===== src/rtl/wb_stage.sv =====
// ---------------------------------------------------------------------------
// wb_stage
// MEM/WB pipeline register plus write-back arbiter. This block is the only
// driver of the register-file write port. In-order results from the MEM stage
// are merged with out-of-order load returns, which are queued in a small FIFO.
// A per-register busy scoreboard tracks loads that have not yet written back;
// ID uses it to detect load-use hazards.
//
// Ports
//   clk_i            rising-edge clock
//   rst_ni           asynchronous reset, active-low
//   stall_i          hold the MEM/WB stage register
//   flush_i          kill the instruction entering the stage register
//   mem_we_i         MEM-stage result writes a register
//   mem_waddr_i      MEM-stage destination register
//   mem_wdata_i      MEM-stage result data
//   ld_issue_i       load issued to data memory this cycle
//   ld_issue_addr_i  destination register of the issued load
//   ld_rvalid_i      load return data valid
//   ld_raddr_i       destination register of the returning load
//   ld_rdata_i       returning load data
//   ld_rready_o      queue can accept a return (count < FIFO_DEPTH)
//   wb_we_o          regfile write enable
//   wb_waddr_o       regfile write address
//   wb_wdata_o       regfile write data
//   busy_mask_o      bit r = load to register r outstanding
//   fifo_count_o     entries currently queued
// ---------------------------------------------------------------------------
module wb_stage #(
  parameter  int DATA_W     = 32,
  parameter  int ADDR_W     = 5,
  parameter  int FIFO_DEPTH = 4,
  localparam int NREG       = 2**ADDR_W,
  localparam int CNT_W      = $clog2(FIFO_DEPTH + 1)
) (
  input  logic              clk_i,
  input  logic              rst_ni,
  input  logic              stall_i,
  input  logic              flush_i,
  input  logic              mem_we_i,
  input  logic [ADDR_W-1:0] mem_waddr_i,
  input  logic [DATA_W-1:0] mem_wdata_i,
  input  logic              ld_issue_i,
  input  logic [ADDR_W-1:0] ld_issue_addr_i,
  input  logic              ld_rvalid_i,
  input  logic [ADDR_W-1:0] ld_raddr_i,
  input  logic [DATA_W-1:0] ld_rdata_i,
  output logic              ld_rready_o,
  output logic              wb_we_o,
  output logic [ADDR_W-1:0] wb_waddr_o,
  output logic [DATA_W-1:0] wb_wdata_o,
  output logic [NREG-1:0]   busy_mask_o,
  output logic [CNT_W-1:0]  fifo_count_o
);

  localparam int PTR_W = (FIFO_DEPTH > 1) ? $clog2(FIFO_DEPTH) : 1;

  // One-hot decode of a register index into a scoreboard mask.
  function automatic logic [NREG-1:0] reg_onehot(input logic [ADDR_W-1:0] idx);
    logic [NREG-1:0] m;
    m = '0;
    m[idx] = 1'b1;
    return m;
  endfunction

  // Stage register
  logic              s_we_q,   s_we_d;
  logic [ADDR_W-1:0] s_addr_q, s_addr_d;
  logic [DATA_W-1:0] s_data_q, s_data_d;
  logic              s_done_q, s_done_d;

  // Load-return queue
  logic [ADDR_W-1:0] fifo_addr_q [FIFO_DEPTH];
  logic [DATA_W-1:0] fifo_data_q [FIFO_DEPTH];
  logic [PTR_W-1:0]  wr_ptr_q, wr_ptr_d;
  logic [PTR_W-1:0]  rd_ptr_q, rd_ptr_d;
  logic [CNT_W-1:0]  count_q,  count_d;

  // Scoreboard and last driven write-port values
  logic [NREG-1:0]   busy_q,      busy_d;
  logic [ADDR_W-1:0] last_addr_q;
  logic [DATA_W-1:0] last_data_q;

  // Arbiter / handshake decisions
  logic              s_grant_s;
  logic              pop_s;
  logic              push_s;
  logic              rready_s;
  logic [ADDR_W-1:0] head_addr_s;
  logic [DATA_W-1:0] head_data_s;
  logic              wb_we_s;
  logic [ADDR_W-1:0] wb_waddr_s;
  logic [DATA_W-1:0] wb_wdata_s;

  // Grant, pop and push decisions; ready is taken from the pre-pop count,
  // so a full queue refuses a return even in a cycle where it pops.
  always_comb begin
    head_addr_s = fifo_addr_q[rd_ptr_q];
    head_data_s = fifo_data_q[rd_ptr_q];
    s_grant_s   = s_we_q && (s_addr_q != '0) && !s_done_q;
    pop_s       = !s_grant_s && (count_q != '0);
    rready_s    = (count_q < CNT_W'(FIFO_DEPTH));
    push_s      = ld_rvalid_i && rready_s && (ld_raddr_i != '0);
  end

  // Write-port mux: stage register first, then queue head; address/data
  // hold their last driven values when nothing writes.
  always_comb begin
    wb_we_s    = 1'b0;
    wb_waddr_s = last_addr_q;
    wb_wdata_s = last_data_q;
    if (s_grant_s) begin
      wb_we_s    = 1'b1;
      wb_waddr_s = s_addr_q;
      wb_wdata_s = s_data_q;
    end else if (pop_s) begin
      wb_we_s    = 1'b1;
      wb_waddr_s = head_addr_s;
      wb_wdata_s = head_data_s;
    end else begin
      wb_we_s    = 1'b0;
    end
  end

  // Stage register next state; while stalled, s_done remembers that the
  // held instruction has already used the write port.
  always_comb begin
    s_we_d   = s_we_q;
    s_addr_d = s_addr_q;
    s_data_d = s_data_q;
    s_done_d = s_done_q;
    if (!stall_i) begin
      if (flush_i) begin
        s_we_d   = 1'b0;
        s_done_d = 1'b0;
      end else begin
        s_we_d   = mem_we_i;
        s_addr_d = mem_waddr_i;
        s_data_d = mem_wdata_i;
        s_done_d = 1'b0;
      end
    end else begin
      s_done_d = s_done_q | s_grant_s;
    end
  end

  // Queue pointer/count next state.
  always_comb begin
    wr_ptr_d = wr_ptr_q;
    rd_ptr_d = rd_ptr_q;
    if (push_s) begin
      wr_ptr_d = wr_ptr_q + PTR_W'(1);
    end else begin
      wr_ptr_d = wr_ptr_q;
    end
    if (pop_s) begin
      rd_ptr_d = rd_ptr_q + PTR_W'(1);
    end else begin
      rd_ptr_d = rd_ptr_q;
    end
    case ({push_s, pop_s})
      2'b10:   count_d = count_q + CNT_W'(1);
      2'b01:   count_d = count_q - CNT_W'(1);
      default: count_d = count_q;
    endcase
  end

  // Scoreboard next state; the set is applied after the clear so set wins.
  always_comb begin
    busy_d = busy_q;
    if (pop_s) begin
      busy_d = busy_d & ~reg_onehot(head_addr_s);
    end else begin
      busy_d = busy_d;
    end
    if (ld_issue_i && (ld_issue_addr_i != '0)) begin
      busy_d = busy_d | reg_onehot(ld_issue_addr_i);
    end else begin
      busy_d = busy_d;
    end
  end

  // Control state registers.
  always_ff @(posedge clk_i or negedge rst_ni) begin
    if (!rst_ni) begin
      s_we_q      <= 1'b0;
      s_addr_q    <= '0;
      s_data_q    <= '0;
      s_done_q    <= 1'b0;
      wr_ptr_q    <= '0;
      rd_ptr_q    <= '0;
      count_q     <= '0;
      busy_q      <= '0;
      last_addr_q <= '0;
      last_data_q <= '0;
    end else begin
      s_we_q      <= s_we_d;
      s_addr_q    <= s_addr_d;
      s_data_q    <= s_data_d;
      s_done_q    <= s_done_d;
      wr_ptr_q    <= wr_ptr_d;
      rd_ptr_q    <= rd_ptr_d;
      count_q     <= count_d;
      busy_q      <= busy_d;
      last_addr_q <= wb_waddr_s;
      last_data_q <= wb_wdata_s;
    end
  end

  // Queue storage.
  always_ff @(posedge clk_i or negedge rst_ni) begin
    if (!rst_ni) begin
      for (int i = 0; i < FIFO_DEPTH; i++) begin
        fifo_addr_q[i] <= '0;
        fifo_data_q[i] <= '0;
      end
    end else if (push_s) begin
      fifo_addr_q[wr_ptr_q] <= ld_raddr_i;
      fifo_data_q[wr_ptr_q] <= ld_rdata_i;
    end else begin
      fifo_addr_q[wr_ptr_q] <= fifo_addr_q[wr_ptr_q];
      fifo_data_q[wr_ptr_q] <= fifo_data_q[wr_ptr_q];
    end
  end

  assign ld_rready_o  = rready_s;
  assign wb_we_o      = wb_we_s;
  assign wb_waddr_o   = wb_waddr_s;
  assign wb_wdata_o   = wb_wdata_s;
  assign busy_mask_o  = busy_q;
  assign fifo_count_o = count_q;

endmodule


===== config.mk =====
export PLATFORM = sky130hd
export DESIGN_NAME = wb_stage
export DESIGN_NICKNAME = d
export VERILOG_FILES = /design/src/rtl/wb_stage.sv
export SDC_FILE = /design/constraint.sdc
export NUM_CORES = 1
export LEC_CHECK = 0
export CORE_AREA = 4 4 156 158
export CTS_CLUSTER_SIZE = 16
export DETAILED_ROUTE_END_ITERATION = 6
export DIE_AREA = 0 0 160 162
export PLACE_DENSITY = 0.78
export SLEW_MARGIN = 20
export SYNTH_ARGS = -nofsm -noshare
export SYNTH_HDL_FRONTEND = slang
export SYNTH_SLANG_ARGS = --single-unit

===== constraint.sdc =====
create_clock -name clk_i -period 4.4 [get_ports clk_i]
set_input_delay 0.66 -clock clk_i [delete_from_list [all_inputs] [get_ports clk_i]]
set_output_delay 0.66 -clock clk_i [all_outputs]
set_load 0.005 [all_outputs]

# Word level (Yosys, flattened, before mapping)
# Index checks and enable logic that the tools add are counted.
# op_classes
reduce_logical,17
n_lt_le_gt_ge,8
bitwise_logic,8
n_addsub,4
n_mux,37
eq_ne,2
# ops
op,count
$mux 32,9
$bwmux 128,2
$bmux 32 s2,2
$mux 128,1
$demux 32 s2,1
$bwmux 20,2
$mux 5,7
$and 32x32->32,1
$not 32->32,1
$or 32x32->32,1
$bmux 5 s2,2
$mux 20,1
$reduce_bool 5->1,3
$lt 5x6->1 const B,2
$demux 1 s5,2
$demux 5 s2,1
$ge 5x1->1 const B,2
$logic_and 1x1->1,9
$ge 3x3->1 const B,2
$mux 1,6
$not 2->3,2
$pmux 3 s2,1
$add 2x1->2 const B,2
$add 3x1->3 const B,1
11 further kinds,13
# word_totals
out_inout_bits,74
regBits,263
wordCells,94

# Depth between registers and ports, before layout
# depth
depth_word,13
mapped_depth,10

# Worst setup path before layout
# Ideal clock, no wire load.
# synth_path
path_type,input-to-reg
from,input ld_raddr_i[1]
to,"register count_q[2], in the netlist fifo_count_o[2]"
required_ns,4.320
path_buffers,1
arrival_ns,2.591
path_stages,9
setup_slack_ns,1.729
setup_time_ns,0.080
cell_sequence,or4_1 > o21ai_1 > buf_2 > ha_1 > inv_1 > fa_1 > xor2_1 > nor2_1 > xnor2_1
# synth_between
elab_chain_len,4
# synth_lines
item,line,source
start: declaration,46,"input logic [ADDR_W-1:0] ld_raddr_i,"
$reduce_bool 5->1 (*),103,push_s = ld_rvalid_i && rready_s && (ld_raddr_i != '0);
$logic_and 1x1->1 (*),103,
$eq 2x1->1 / $eq 2x2->1 (equally long branches),161,"case ({push_s, pop_s})"
$pmux 3 s2 / $reduce_bool 2->1 (equally long branches),-,
end signal: assignment,203,count_q <= count_d;
end: declaration,77,"logic [CNT_W-1:0] count_q, count_d;"
# Every way passes the cells marked *; elsewhere a longest branch is shown, timed or not.
# A chain may end at the register's enable or synchronous reset.

# Worst setup path after layout
# layout_path
from,"register count_q[2], in the netlist fifo_count_o[2]"
to,output wb_wdata_o[7]
# layout_between
elab_chain_len,4
# layout_lines
item,line,source
$reduce_bool 3->1,101,pop_s = !s_grant_s && (count_q != '0);
$logic_and 1x1->1,101,
$mux 32,116,end else if (pop_s) begin
$mux 32,112,if (s_grant_s) begin
end: declaration,51,"output logic [DATA_W-1:0] wb_wdata_o,"
# No other way between the ends.

==> impl_metrics.tcl <==
set metrics [dict create \
    path_clk_slew_ps 60 \
    routed_wl_mm 30.82 \
    p_leak_uw 0.006163 \
    firstDrtPassIters 6 \
    finalSetupViolCount 0 \
    antenna_found_initial 1 \
    grt_pass1_wl_mm 50.52 \
    start_util_pct 53.73 \
    ant_nets 0 \
    cts_buffer_depth 3 \
    synth_edf_count 0 \
    num_rows 56 \
    area_growth_pct 23.20 \
    fin_crit_sh_pct 88.40 \
    ir_drop_mv 0.4137 \
    syn_nets 1182 \
    worstHoldPathType "input port to asynchronous set/reset pin" \
    wl_met2_mm 14.86 \
    final_util_pct 66.20 \
    worst_slew_pin_slew_ps 1176 \
    crit_type "flip-flop to primary output" \
    crit_family "buffers and inverters" \
    clkSinkCount 263 \
    cpPeakStageDelay_ps 930 \
    critPathLaunch "fifo_count_o[2]" \
    grt_use_total_pct 23.87 \
    timing.final.ws_setup_ps 510.4 \
    topRoutingLayerUsed "met4" \
    rsz0062_at_grt "no" \
    crit_arrival_ps 3230 \
    synth-async-reset-ratio_pct 100.0 \
    path_cells "or3_2 -> buf_4 -> mux2i_1 -> o21ai_0 -> clkdlybuf4s50_1" \
    io_buffers 159 \
    holdBufCountCts 0 \
    min_period_ps 3890 \
    wl_met3_mm 2.189 \
    worstPathMaxFanout 30 \
    power_density_nw_per_um2 768.3 \
    yosysUniqueCellTypes 43 \
    critPathRequiredTime_ps 3740 \
    fin_nets 1311 \
    clockRootBuffer "clkbuf_16" \
    reg2reg_from "rd_ptr_q[0]" \
    gp_congestion 0.8246 \
    cts_buffers 29 \
    htreeDepth 1 \
    coreArea_um2 23120 \
    clock_skew_ps 18.14 \
    cts_resized 0 \
    wire_per_inst_um 20.10 \
    crit_path_end_kind "primary output" \
    io_pins 160 \
    synth_flop_cell "dfrtp_1" \
    critPathLaunchType "flip-flop" \
    fp.dieW_um 160 \
    outcome "complete, no violations" \
    fmax_ghz 0.2571 \
    synth_area_um2 12420 \
    maxCapViolCount 0 \
    drcViolationCount 0 \
    crit_buf_inv 2 \
    grt_max_degree 115 \
    dpl_worst_slack_ps 1074 \
    grt_remaining_overflow 0 \
    relSlewSlack_pct 21.63 \
    hold_viol_final 0 \
    die_h_um 162 \
    ys_ff_latch 263 \
    yosysWarnings 0 \
    fin_tns_setup_ps 0 \
    viasPerCell 5.933 \
    fp.dieArea_um2 25920 \
    ys_seq_area_share_pct 52.98 \
    clk_latency_ps 550 \
    num_vias 9096 \
    crit_slowest_cell "or3_2" \
    wl_met1_mm 13.12 \
    layout-drive-gt1-share_pct 15.94 \
    cts_tree "done" \
    grt_pass1_vias 9486 \
    place_hpwl_mm 19.66 \
    slew_violations 0 \
    post_cts_buffers 0 \
    drt_iter0_drc 680 \
    syn_inst 1090 \
    syn_avg_cell_area_um2 11.40 \
]
-- logic make-up (layout without fill, tap and decap cells) --
kind of cell / count (synthesis) / after routing / synth area share, %
flip-flops: 263 / 263 / 52.98
buffers and inverters: 87 / 239 / 2.860
adder cells (fa/ha/maj): 6 / 6 / 0.6647
other: 0 / 1 / 0
AND/OR/NAND/NOR: 311 / 311 / 10.70
XOR/XNOR: 6 / 6 / 0.4231
multiplexers: 187 / 187 / 22.81
AO/OA/AOI/OAI: 230 / 230 / 9.568
-- registers in the layout, indices dropped and copies added, names as in the netlist --
name and flops:
rd_ptr_q 2, s_data_q 32, fifo_data_q 128, s_addr_q 5, fifo_addr_q 20, s_done_q 1
s_we_q 1, last_addr_q 5, last_data_q 32, fifo_count_o 3, busy_mask_o 32, wr_ptr_q 2
-- cell usage after synthesis (2+ instances only) --
master     number  area [um^2]
dfrtp_1       263         6581
nor2_1        205        769.5
a21oi_1       180        900.9
mux2i_1        75        750.7
mux4_2         73         1644
clkbuf_1       59        221.5
nand2_1        41        153.9
mux2_2         39        439.2
o21ai_0        37        185.2
nor3_1         33        165.2
buf_2          11        55.05
buf_1           8        30.03
inv_1           7        26.28
nand2b_1        6        37.54
ha_1            5        62.56
nand3b_1        4        30.03
a211oi_1        3        22.52
a2bb2oi_1       3        26.28
nand3_1         3        15.01
xnor2_1         3        26.28
xor2_1          3        26.28
a22oi_1         2        15.01
buf_6           2        22.52
nor2b_1         2        12.51
nor3b_1         2        15.01
or3_1           2        12.51
or3b_2          2        17.52
or4_1           2        15.01
-- placed cells by master, fill, tap and decap left out, types with 7 or more instances in the layout --
master / n
nor2_1: 204
mux2i_1: 75
nor3_1: 32
clkbuf_8: 7
inv_1: 7
clkbuf_16: 29
mux4_2: 73
o21ai_0: 37
dfrtp_1: 259
mux2_2: 39
clkdlybuf4s50_1: 158
a21oi_1: 179
nand2_1: 41
buf_4: 14
-- metrics by stage --
stage	power (uW)	instances	cell area [um^2]	hold slack, ps
floorplan	7231	1090	12420	364.4
global placement	9020	1477	14290	489.6
detailed placement	9246	1478	14310	495.9
CTS	11800	1532	15300	213.1
global route	12500	1533	15310	247.1
finish	11760	1533	15310	147.4
-- final timing paths --
path	end	slack, ps	cells past startpoint
setup / recovery	wb_wdata_o[7]	510	5
hold / removal	s_data_q[6]	150	1
setup reg to reg	busy_mask_o[2]	1560	3
hold reg to reg	s_data_q[20]	500	1
max in group asynchronous	rd_ptr_q[1]	3180	2
min in group clk_i	s_data_q[20]	500	1
-- layer usage --
layer	global-route usage (%)	vias to the layer above
met2	38.77	330
met1	33.61	4554
met3	4.466	52
met5	0	-
met4	6.648	0
li1	-	4160
-- power breakdown --
part,switching [uW],internal [uW]
registers,858,3310
clock network,1000,1510
logic,2490,2590
-- cell type report --
type,instances,area [um^2]
fillers,1714,7816
flip-flops and latches,263,6589
multi-input cells,740,5533
repair buffers,178,1802
clock buffers,42,844.6
well taps,290,362.8
clock inverters,12,146.4
inverters,7,26.28
diodes,1,2.502
No activity file was read; power rests on OpenSTA's default activity.
